## src/rtl/psram_sched_pkg.sv

```systemverilog
// Shared types and constants for the PSRAM burst scheduler.
package psram_sched_pkg;

    localparam int unsigned ADDR_W = 23;

    localparam logic [ADDR_W-1:0] BUF0_BASE = '0;

    typedef enum logic [1:0] {
        S_WAIT_CFG,
        S_IDLE,
        S_WAIT_ACK,
        S_WAIT_DONE
    } sched_state_t;

    // True when a burst starting at ptr is the last one of a frame.
    function automatic logic last_burst(input logic [ADDR_W-1:0] ptr,
                                        input logic [ADDR_W-1:0] len,
                                        input logic [ADDR_W-1:0] frame);
        return (ptr + len) == frame;
    endfunction

endpackage

```

## src/rtl/psram_sync2.sv

```systemverilog
// Two-flop synchroniser for the controller's done flag (clk160 -> clk100).
// Resets to 1 so the scheduler sees an idle controller out of reset.
module psram_sync2 (
    input  logic clk100_i,
    input  logic rst,
    input  logic d,
    output logic q
);

    logic meta;

    // Shift the asynchronous input through two flops.
    always_ff @(posedge clk100_i or posedge rst) begin
        if (rst) begin
            meta <= 1'b1;
            q    <= 1'b1;
        end else begin
            meta <= d;
            q    <= meta;
        end
    end

endmodule

```

## src/rtl/psram_burst_sched.sv

```systemverilog
// PSRAM burst scheduler: picks write (camera) or read (display) bursts,
// hands one at a time to the burst controller and keeps frame pointers.
// Optional build macro: DOUBLE_BUFFER_EN (ping-pong frame buffers).
module psram_burst_sched
    import psram_sched_pkg::*;
#(
    parameter int unsigned       BURST_LEN   = 32,
    parameter int unsigned       FRAME_WORDS = 307200,
    parameter logic [ADDR_W-1:0] BUF1_BASE   = 23'h100000,
    parameter int unsigned       CNT_W       = 10,
    parameter int unsigned       ACK_TMO     = 64
) (
    input  logic              clk100_i,
    input  logic              rst,
    input  logic              cfg_done_i,
    input  logic              frame_start_i,
    input  logic              rd_en_i,
    input  logic [CNT_W-1:0]  wr_fifo_cnt_i,
    input  logic [CNT_W-1:0]  rd_fifo_free_i,
    input  logic              brst_done_i,
    output logic              brst_go_o,
    output logic              brst_wr_o,
    output logic [ADDR_W-1:0] brst_addr_o,
    output logic              frame_wr_done_o,
    output logic              busy_o,
    output logic              err_o
);

    localparam logic [CNT_W-1:0]  BURST_CNT = CNT_W'(BURST_LEN);
    localparam logic [ADDR_W-1:0] BURST_A   = ADDR_W'(BURST_LEN);
    localparam logic [ADDR_W-1:0] FRAME_A   = ADDR_W'(FRAME_WORDS);
    localparam int unsigned       TMO_W     = $clog2(ACK_TMO + 1);
    localparam logic [TMO_W-1:0]  TMO_LAST  = TMO_W'(ACK_TMO - 1);

    sched_state_t      state_q, state_nx;
    logic              done_s;
    logic [ADDR_W-1:0] wr_ptr, rd_ptr, wr_ptr_eff;
    logic [ADDR_W-1:0] wr_base, rd_base;
    logic [TMO_W-1:0]  tmo_cnt;
    logic              wr_buf;
    logic              fs_pend, fs_hit;
    logic              wr_req, rd_req;
    logic              issue, issue_wr, ack_tmo, complete;

    psram_sync2 u_done_sync (
        .clk100_i (clk100_i),
        .rst      (rst),
        .d        (brst_done_i),
        .q        (done_s)
    );

    assign wr_req = wr_fifo_cnt_i >= BURST_CNT;
    assign rd_req = rd_en_i && (rd_fifo_free_i >= BURST_CNT);
    assign busy_o = (state_q == S_WAIT_ACK) || (state_q == S_WAIT_DONE);

    // A frame start seen while idle takes effect on the burst issued this cycle.
    assign wr_ptr_eff = frame_start_i ? '0 : wr_ptr;
    // Pending restart, including one arriving in the completion cycle itself.
    assign fs_hit     = fs_pend || frame_start_i;

`ifdef DOUBLE_BUFFER_EN
    assign rd_base = wr_buf ? BUF0_BASE : BUF1_BASE;
`else
    assign wr_buf  = 1'b0;
    assign rd_base = BUF0_BASE;
`endif
    assign wr_base = wr_buf ? BUF1_BASE : BUF0_BASE;

    // State register.
    always_ff @(posedge clk100_i or posedge rst) begin
        if (rst) state_q <= S_WAIT_CFG;
        else     state_q <= state_nx;
    end

    // Next-state decode and per-cycle control strobes.
    always_comb begin
        state_nx = state_q;
        issue    = 1'b0;
        issue_wr = 1'b0;
        ack_tmo  = 1'b0;
        complete = 1'b0;
        case (state_q)
            S_WAIT_CFG: begin
                if (cfg_done_i && done_s) state_nx = S_IDLE;
            end
            S_IDLE: begin
                if (wr_req) begin
                    issue    = 1'b1;
                    issue_wr = 1'b1;
                    state_nx = S_WAIT_ACK;
                end else if (rd_req) begin
                    issue    = 1'b1;
                    state_nx = S_WAIT_ACK;
                end
            end
            S_WAIT_ACK: begin
                if (!done_s) begin
                    state_nx = S_WAIT_DONE;
                end else if (tmo_cnt == TMO_LAST) begin
                    ack_tmo  = 1'b1;
                    state_nx = S_IDLE;
                end
            end
            S_WAIT_DONE: begin
                if (done_s) begin
                    complete = 1'b1;
                    state_nx = S_IDLE;
                end
            end
            default: state_nx = S_WAIT_CFG;
        endcase
    end

    // Burst request registers, frame pointers, buffer select and status flags.
    always_ff @(posedge clk100_i or posedge rst) begin
        if (rst) begin
            brst_go_o       <= 1'b0;
            brst_wr_o       <= 1'b0;
            brst_addr_o     <= '0;
            frame_wr_done_o <= 1'b0;
            err_o           <= 1'b0;
            wr_ptr          <= '0;
            rd_ptr          <= '0;
            tmo_cnt         <= '0;
            fs_pend         <= 1'b0;
`ifdef DOUBLE_BUFFER_EN
            wr_buf          <= 1'b0;
`endif
        end else begin
            brst_go_o       <= issue;
            frame_wr_done_o <= 1'b0;

            if (issue)                     tmo_cnt <= '0;
            else if (state_q == S_WAIT_ACK) tmo_cnt <= tmo_cnt + TMO_W'(1);

            if (issue) begin
                brst_wr_o   <= issue_wr;
                brst_addr_o <= issue_wr ? (wr_base + wr_ptr_eff) : (rd_base + rd_ptr);
            end

            if (frame_start_i && (state_q == S_IDLE || state_q == S_WAIT_CFG))
                wr_ptr <= '0;
            if (frame_start_i && busy_o)
                fs_pend <= 1'b1;

            if (ack_tmo)
                err_o <= 1'b1;

            // A restart pending at completion (or timeout) replaces the write
            // advance, so it also suppresses the frame-done pulse and swap.
            if (complete || ack_tmo) begin
                fs_pend <= 1'b0;
                if (fs_hit) wr_ptr <= '0;
            end

            if (complete) begin
                if (brst_wr_o) begin
                    if (!fs_hit) begin
                        if (last_burst(wr_ptr, BURST_A, FRAME_A)) begin
                            wr_ptr          <= '0;
                            frame_wr_done_o <= 1'b1;
`ifdef DOUBLE_BUFFER_EN
                            wr_buf          <= ~wr_buf;
                            rd_ptr          <= '0;
`endif
                        end else begin
                            wr_ptr <= wr_ptr + BURST_A;
                        end
                    end
                end else begin
                    rd_ptr <= last_burst(rd_ptr, BURST_A, FRAME_A) ? '0 : (rd_ptr + BURST_A);
                end
            end
        end
    end

endmodule
```

## config.mk

```make
export PLATFORM = sky130hd
export DESIGN_NAME = psram_burst_sched
export DESIGN_NICKNAME = d
export VERILOG_FILES = /design/src/rtl/psram_sched_pkg.sv /design/src/rtl/psram_sync2.sv /design/src/rtl/psram_burst_sched.sv
export SDC_FILE = /design/constraint.sdc
export NUM_CORES = 1
export LEC_CHECK = 0
export ABC_AREA = 1
export CELL_PAD_IN_SITES_DETAIL_PLACEMENT = 2
export CELL_PAD_IN_SITES_GLOBAL_PLACEMENT = 2
export CORE_ASPECT_RATIO = 1.4
export CORE_UTILIZATION = 34
export DETAILED_ROUTE_END_ITERATION = 6
export PLACE_DENSITY_LB_ADDON = 0.08
export REMOVE_ABC_BUFFERS = 1
export SETUP_SLACK_MARGIN = 0.2
export SYNTH_ARGS = -nofsm -noshare
export SYNTH_HDL_FRONTEND = slang
export SYNTH_SLANG_ARGS = --single-unit
```

## constraint.sdc

```tcl
create_clock -name clk100_i -period 6.2 [get_ports clk100_i]
set_clock_uncertainty 0.15 [all_clocks]
set_input_delay 1.24 -clock clk100_i [delete_from_list [all_inputs] [get_ports clk100_i]]
set_output_delay 1.24 -clock clk100_i [all_outputs]
set_load 0.005 [all_outputs]
```

==> flow_summary.ini, run 1 <==
[clocking]
htree_levels = 3
postCtsSetupBuffers = 0
post_cts_resize_count = 0
numCtsBuffers = 9
cts_tree = yes
cts_num_sinks = 80
cts_hold_repair.buffers = 0
clock_insertion_delay_worst_skew_ns = 0.35
clk_pin_slew_worst_paths_ns = 0.07
cts_root_buf = clkbuf_16
ctsLongestPathBuffers = 2

[logic_synthesis]
mappedNetlistArea_mm2 = 0.00447
postSynth.topFlopCell = dfrtp_1
number_of_flops_mapped_to_enable_cells_by_yosys = 0
synthDominantAreaCellType = dfrtp_1
yosys_warnings = 0
mean_area_per_synthesized_cell_um2 = 7.33
synthesis.instances = 610
synth.top_cells.by_area = dfrtp_1 44%, nand2_1 17%, inv_1 6.6%
ys_async_sr_fraction_pct = 100
yosysTopAreaCellShare_pct = 43.7
synth_cell_types = 29
synth-seq-area-share_pct = 44.8
postSynthRegisterBits = 80

[placement]
place_hpwl_um = 11000
place.detailed.instances = 794
port_buffers = 43
place_ws_ns = 1.93
placedInstanceArea_mm2 = 0.00505
routabilityCongestion = 0.818

[flow_run]
drv_cap = 0

[power]
cellLeakagePower_nw = 2.46
vdd.ir_drop.worst_uv = 117
power_density_mw_per_mm2 = 294

[cells_and_area]
area_growth_pct = 19.8
finish.net_count = 685
post-route-util_pct = 41.8
drive_gt1_share_pct = 8.07
fillerInstances = 1511
number_of_standard_cells_in_the_layout_taps_in_and_fillers_out = 810
design_area_mm2 = 0.00535
num_antenna_cells = 0

[timing]
finalWorstSetupSlack_ns = 2.32
max_clock_freq_mhz = 258
timing_max_transition_violations_final = 0
post-route-period-util_pct = 62.6
hold_viol = 0
period_needed_ns = 3.88
worst_pin_slew_ns = 1.15
relSlewSlack_pct = 23.1
setup_viol = 0
fin_tns_setup_ns = 0
grt_setup_unrepaired = false

[floorplanning]
row_count = 49
die_h_um = 138
core-area_mm2 = 0.0128
die-width_um = 98.9
ioPinCount = 54
initial_utilization_pct = 34.9
floorplan.die_area_mm2 = 0.0136

[routing]
route.vias.total = 4201
routedWlPerCell_um = 18.1
finalWirelength_um = 14700
drt_first_iter_violations = 126
dr.pass1.iters = 4
route.detailed.vias_per_inst = 5.19
detail-route-antenna-nets = 0
detail_route.drc_violations = 0

[worst_setup_path]
critPathMaxStageDelay_ns = 0.74
critical_path_class = primary input to register
critPathRequiredTime_ns = 6.23
critical_path.endpoint_type = register
critical_path.top_delay_family = simple AND/OR/NAND/NOR gates
worstPathArrival_ns = 3.91
worst-path-buf-inv = 2
worstSetupStartpointType = primary input
crit_path_cell_trace = clkdlybuf4s50_1 > nor3_1 > nand2_1 > nand2_1 > clkinv_1 > nand2_1 > nor2_1 > a21oi_1 > o21ai_0
critical_path.slowest_cell = nand2_1
critical_path_peak_fanout = 20
critical_path.most_common_cell = nand2_1

[global_routing]
grt_pass1_vias = 4773
grt_util_all_layers_pct = 23.3
grt_first_pass_wirelength_um = 24400
grt_overflow = 0
grtUsageMet3_pct = 2.74
grt_start_max_net_pins = 42
initial_antenna_violation_count = 0
groute.layer.met1.usage_pct = 26.1
global_route.peak_usage_layer = met2
gr-usage-met2_pct = 44.3

[run_status]
run_status = finished clean

[min_path]
hold_path_class = register to register
[report_power, final]
group          leakage (nW)  switching [mW]  internal, mW
registers              1.09          0.0462         0.571
logic                  1.24           0.277         0.128
clock network         0.139           0.239         0.316
[cell usage after synthesis, types with 5 or more instances]
master and count:
nand3_2 11, a21oi_1 5, clkbuf_1 10, o22ai_1 15, o21ai_0 31, nor2_2 7
dfrtp_1 78, xor2_1 15, nor2_1 61, ha_1 7, nor3_1 13, nand3_1 33
nand4_1 13, inv_1 78, nand2_1 205
[cell families after synthesis]
family                     synth area share [%]
buffers and inverters                      8.48
adders and majority gates                  1.96
DFF                                        44.8
xor gates and xnor gates                   3.70
AOI/OAI and AO/OA                          6.97
and+or+nand+nor                            34.0
[final timing paths]
| kind | slack [ns] | startpoint | depth (start not counted) | endpoint |
|---|---|---|---|---|
| worst max-delay path | 2.32 | wr_fifo_cnt_i[6] | 9 | brst_addr_o[22] |
| worst min-delay path | 0.22 | u_done_sync.meta | 0 | u_done_sync.q |
| worst max register to register | 3.26 | state_q[1] | 8 | brst_addr_o[22] |
| worst min register to register | 0.22 | u_done_sync.meta | 0 | u_done_sync.q |
| max in group asynchronous | 3.72 | rst | 3 | rd_ptr[16] |
| min in group asynchronous | 1.15 | rst | 2 | brst_addr_o[3] |
[metal layers]
layer / routed length (µm) / part of all wire (%) / up-vias
met5: 0 / 0 / -
met1: 6080 / 41 / 2125
met3: 226 / 1.5 / 31
met2: 7980 / 54 / 43
met4: 406 / 2.8 / 0
li1: - / - / 2002
[sequential cells by signal (all words and copies together) (netlist names)]
register          count
u_done_sync.meta      1
brst_go_o             1
tmo_cnt               7
u_done_sync.q         1
brst_wr_o             1
state_q               2
rd_ptr               18
wr_ptr               23
fs_pend               1
err_o                 1
frame_wr_done_o       1
brst_addr_o          23
[layout by cell type, fill, tap and decap left out, types with 5 or more instances in the layout]
master | netlist | routed
nor3_1 | 13 | 13
a21oi_1 | 5 | 5
ha_1 | 7 | 7
nand2_1 | 205 | 205
clkdlybuf4s50_1 | 0 | 43
inv_1 | 78 | 77
dfrtp_1 | 78 | 78
o21ai_0 | 31 | 31
xor2_1 | 15 | 15
o22ai_1 | 15 | 15
nand4_1 | 13 | 13
nand3_2 | 11 | 11
nand3_1 | 33 | 33
clkbuf_16 | 0 | 9
nor2_1 | 61 | 60
nor2_2 | 7 | 8
[through the flow]
| step | power (mW) | hold WS [ns] |
|---|---|---|
| floorplan | 0.837 | 0.195 |
| global placement | 1.00 | 0.198 |
| detailed placement | 1.03 | 0.206 |
| CTS | 1.60 | 0.216 |
| global route | 1.66 | 0.223 |
| finish | 1.58 | 0.217 |
[layout make-up]
type                       count  area [µm²]  share of cell area (%)
tap                          153         191                    3.58
timing repair buffer          46         453                    8.46
sequential                    80        2000                    37.4
clock inverter                 7        78.8                    1.47
inverter                      83         313                    5.84
multi-input combinational    432        2090                    39.0
clock buffer                   9         225                    4.21
No activity file was read; power rests on OpenSTA's default activity.
==> run 2, diff against run 1 <==
- CORE_UTILIZATION: 34 -> 29
- clock period: 6.2 -> 3.4 ns (I/O delays scaled with it)
==> flow_summary.ini, run 2 (synthesized netlist as in run 1, its figures left out) <==
[worst_setup_path]
worstSetupStartpointType = register
critical_path.top_delay_family = buffers and inverters
worst-path-buf-inv = 3
worstPathArrival_ns = 2.00
critical_path.most_common_cell = inv_1
critPathRequiredTime_ns = 2.57
critPathMaxStageDelay_ns = 0.51
critical_path_peak_fanout = 7
critical_path.slowest_cell = clkdlybuf4s50_1
critical_path.endpoint_type = output pin
critical_path_class = register to output pin
crit_path_cell_trace = inv_1 > ha_1 > inv_1 > nand2_1 > clkdlybuf4s50_1

[routing]
detail-route-antenna-nets = 0
route.vias.total = 4202
detail_route.drc_violations = 0
dr.pass1.iters = 4
routedWlPerCell_um = 17.0
drt_first_iter_violations = 77
route.detailed.vias_per_inst = 4.90
finalWirelength_um = 14500

[floorplanning]
floorplan.die_area_mm2 = 0.0159
die-width_um = 107
die_h_um = 149
initial_utilization_pct = 29.7
core-area_mm2 = 0.0151
row_count = 53
ioPinCount = 54

[power]
proportion_of_power_drawn_by_flip_flops_and_latches_pct = 38.3
cellLeakagePower_nw = 2.51
power_switching_share_pct = 34.9
internal-power_mw = 1.90
post-layout-total-power_mw = 2.92
clkPwrFrac_pct = 34.6
power_density_mw_per_mm2 = 533
comb_power_share_pct = 27.1
switching_power_mw = 1.02
vdd.ir_drop.worst_uv = 230

[timing]
setup_viol = 0
grt_setup_unrepaired = false
timing_max_transition_violations_final = 0
period_needed_ns = 2.83
relSlewSlack_pct = 60.7
hold_viol = 0
worst_pin_slew_ns = 0.589
max_clock_freq_mhz = 353
post-route-period-util_pct = 83.3
fin_tns_setup_ns = 0

[clocking]
cts_root_buf = clkbuf_16
post_cts_resize_count = 0
cts_tree = yes
postCtsSetupBuffers = 0
clk_pin_slew_worst_paths_ns = 0.07
cts_hold_repair.buffers = 0
ctsLongestPathBuffers = 2
clock_insertion_delay_worst_skew_ns = 0.34
numCtsBuffers = 9
htree_levels = 3
cts_num_sinks = 80

[cells_and_area]
area_growth_pct = 22.4
fillerInstances = 1778
ff_latch_area_mm2 = 0.00200
final_common_cell = nand2_1
multi_input_comb_area_mm2 = 0.00209
drive_gt1_share_pct = 9.31
num_antenna_cells = 0
final_cell_mix = 205 x nand2_1, 78 x dfrtp_1, 77 x inv_1
largestRegisters = brst_addr_o (23), wr_ptr (23), rd_ptr (18)
finish.net_count = 694

[placement]
place_hpwl_um = 11300
routabilityCongestion = 0.785
port_buffers = 43

[global_routing]
initial_antenna_violation_count = 0
grt_first_pass_wirelength_um = 24300
grt_start_max_net_pins = 42
grt_pass1_vias = 4708
grt_util_all_layers_pct = 19.7
grt_overflow = 0

[min_path]
hold_path_class = register to register

[run_status]
run_status = finished clean

[flow_run]
drv_cap = 0
==> run 2: changes by cell type in the layout (fill, tap and decap cells not counted), sizes merged <==
cell,previous run,this run
buf,3,12
==> run 2: per-layer routing <==
metal / wire length (µm) / share of wire, % / track usage [%]
met5: 0 / 0 / 0
met4: 268 / 1.8 / 6.58
met3: 221 / 1.5 / 2.75
met2: 7770 / 53 / 36.5
met1: 6280 / 43 / 23.0
==> run 2: power groups by stage <==
| stage | Combinational, mW | Clock, mW | Sequential, mW |
|---|---|---|---|
| after floorplan | 0.408 | 0 | 1.12 |
| after global placement | 0.784 | 0 | 1.13 |
| after detailed placement | 0.816 | 0 | 1.13 |
| after CTS | 0.820 | 1.04 | 1.12 |
| after global routing | 0.896 | 1.08 | 1.13 |
| final | 0.791 | 1.01 | 1.12 |
==> run 2: worst reg2reg max path, delay by kind of cell, from the launching register on <==
family,cells,cell delay (ns)
fa+ha+maj,1,0.26
buf+inv,1,0.06
flops,1,0.45
simple gates,10,1.52
==> run 2: final timing paths <==
check,slack [ns],startpoint,cells after the start,end
hold / removal,0.21,u_done_sync.meta,0,u_done_sync.q
max in group asynchronous,2.02,rst,3,rd_ptr[17]
hold reg to reg,0.21,u_done_sync.meta,0,u_done_sync.q
setup reg to reg,0.85,wr_ptr[5],12,wr_ptr[6]
setup / recovery,0.57,state_q[0],5,busy_o
min in group asynchronous,0.63,rst,3,wr_ptr[2]
==> run 2: cell type report <==
type                       instances  share of cell area, %
multi-input combinational        432                   38.2
sequential                        80                   36.6
timing repair buffer              55                   9.52
inverter                          83                   5.72
tap                              192                   4.39
clock buffer                       9                   4.12
clock inverter                     7                   1.44
==> run 2: metrics by stage <==
| step | utilization (%) | hold slack (ns) | area [µm²] | setup slack, ns | cells |
|---|---|---|---|---|---|
| 3_3_place_gp | 34.3 | 0.197 | 5170 | 0.620 | 842 |
| 6_report | 36.3 | 0.207 | 5470 | 0.567 | 858 |
| 3_5_place_dp | 34.3 | 0.199 | 5170 | 0.538 | 842 |
| 2_1_floorplan | - | 0.195 | 4400 | 0.522 | 595 |
| 4_1_cts | 36.3 | 0.209 | 5470 | 0.531 | 858 |
| 5_1_grt | 36.3 | 0.214 | 5470 | 0.436 | 858 |
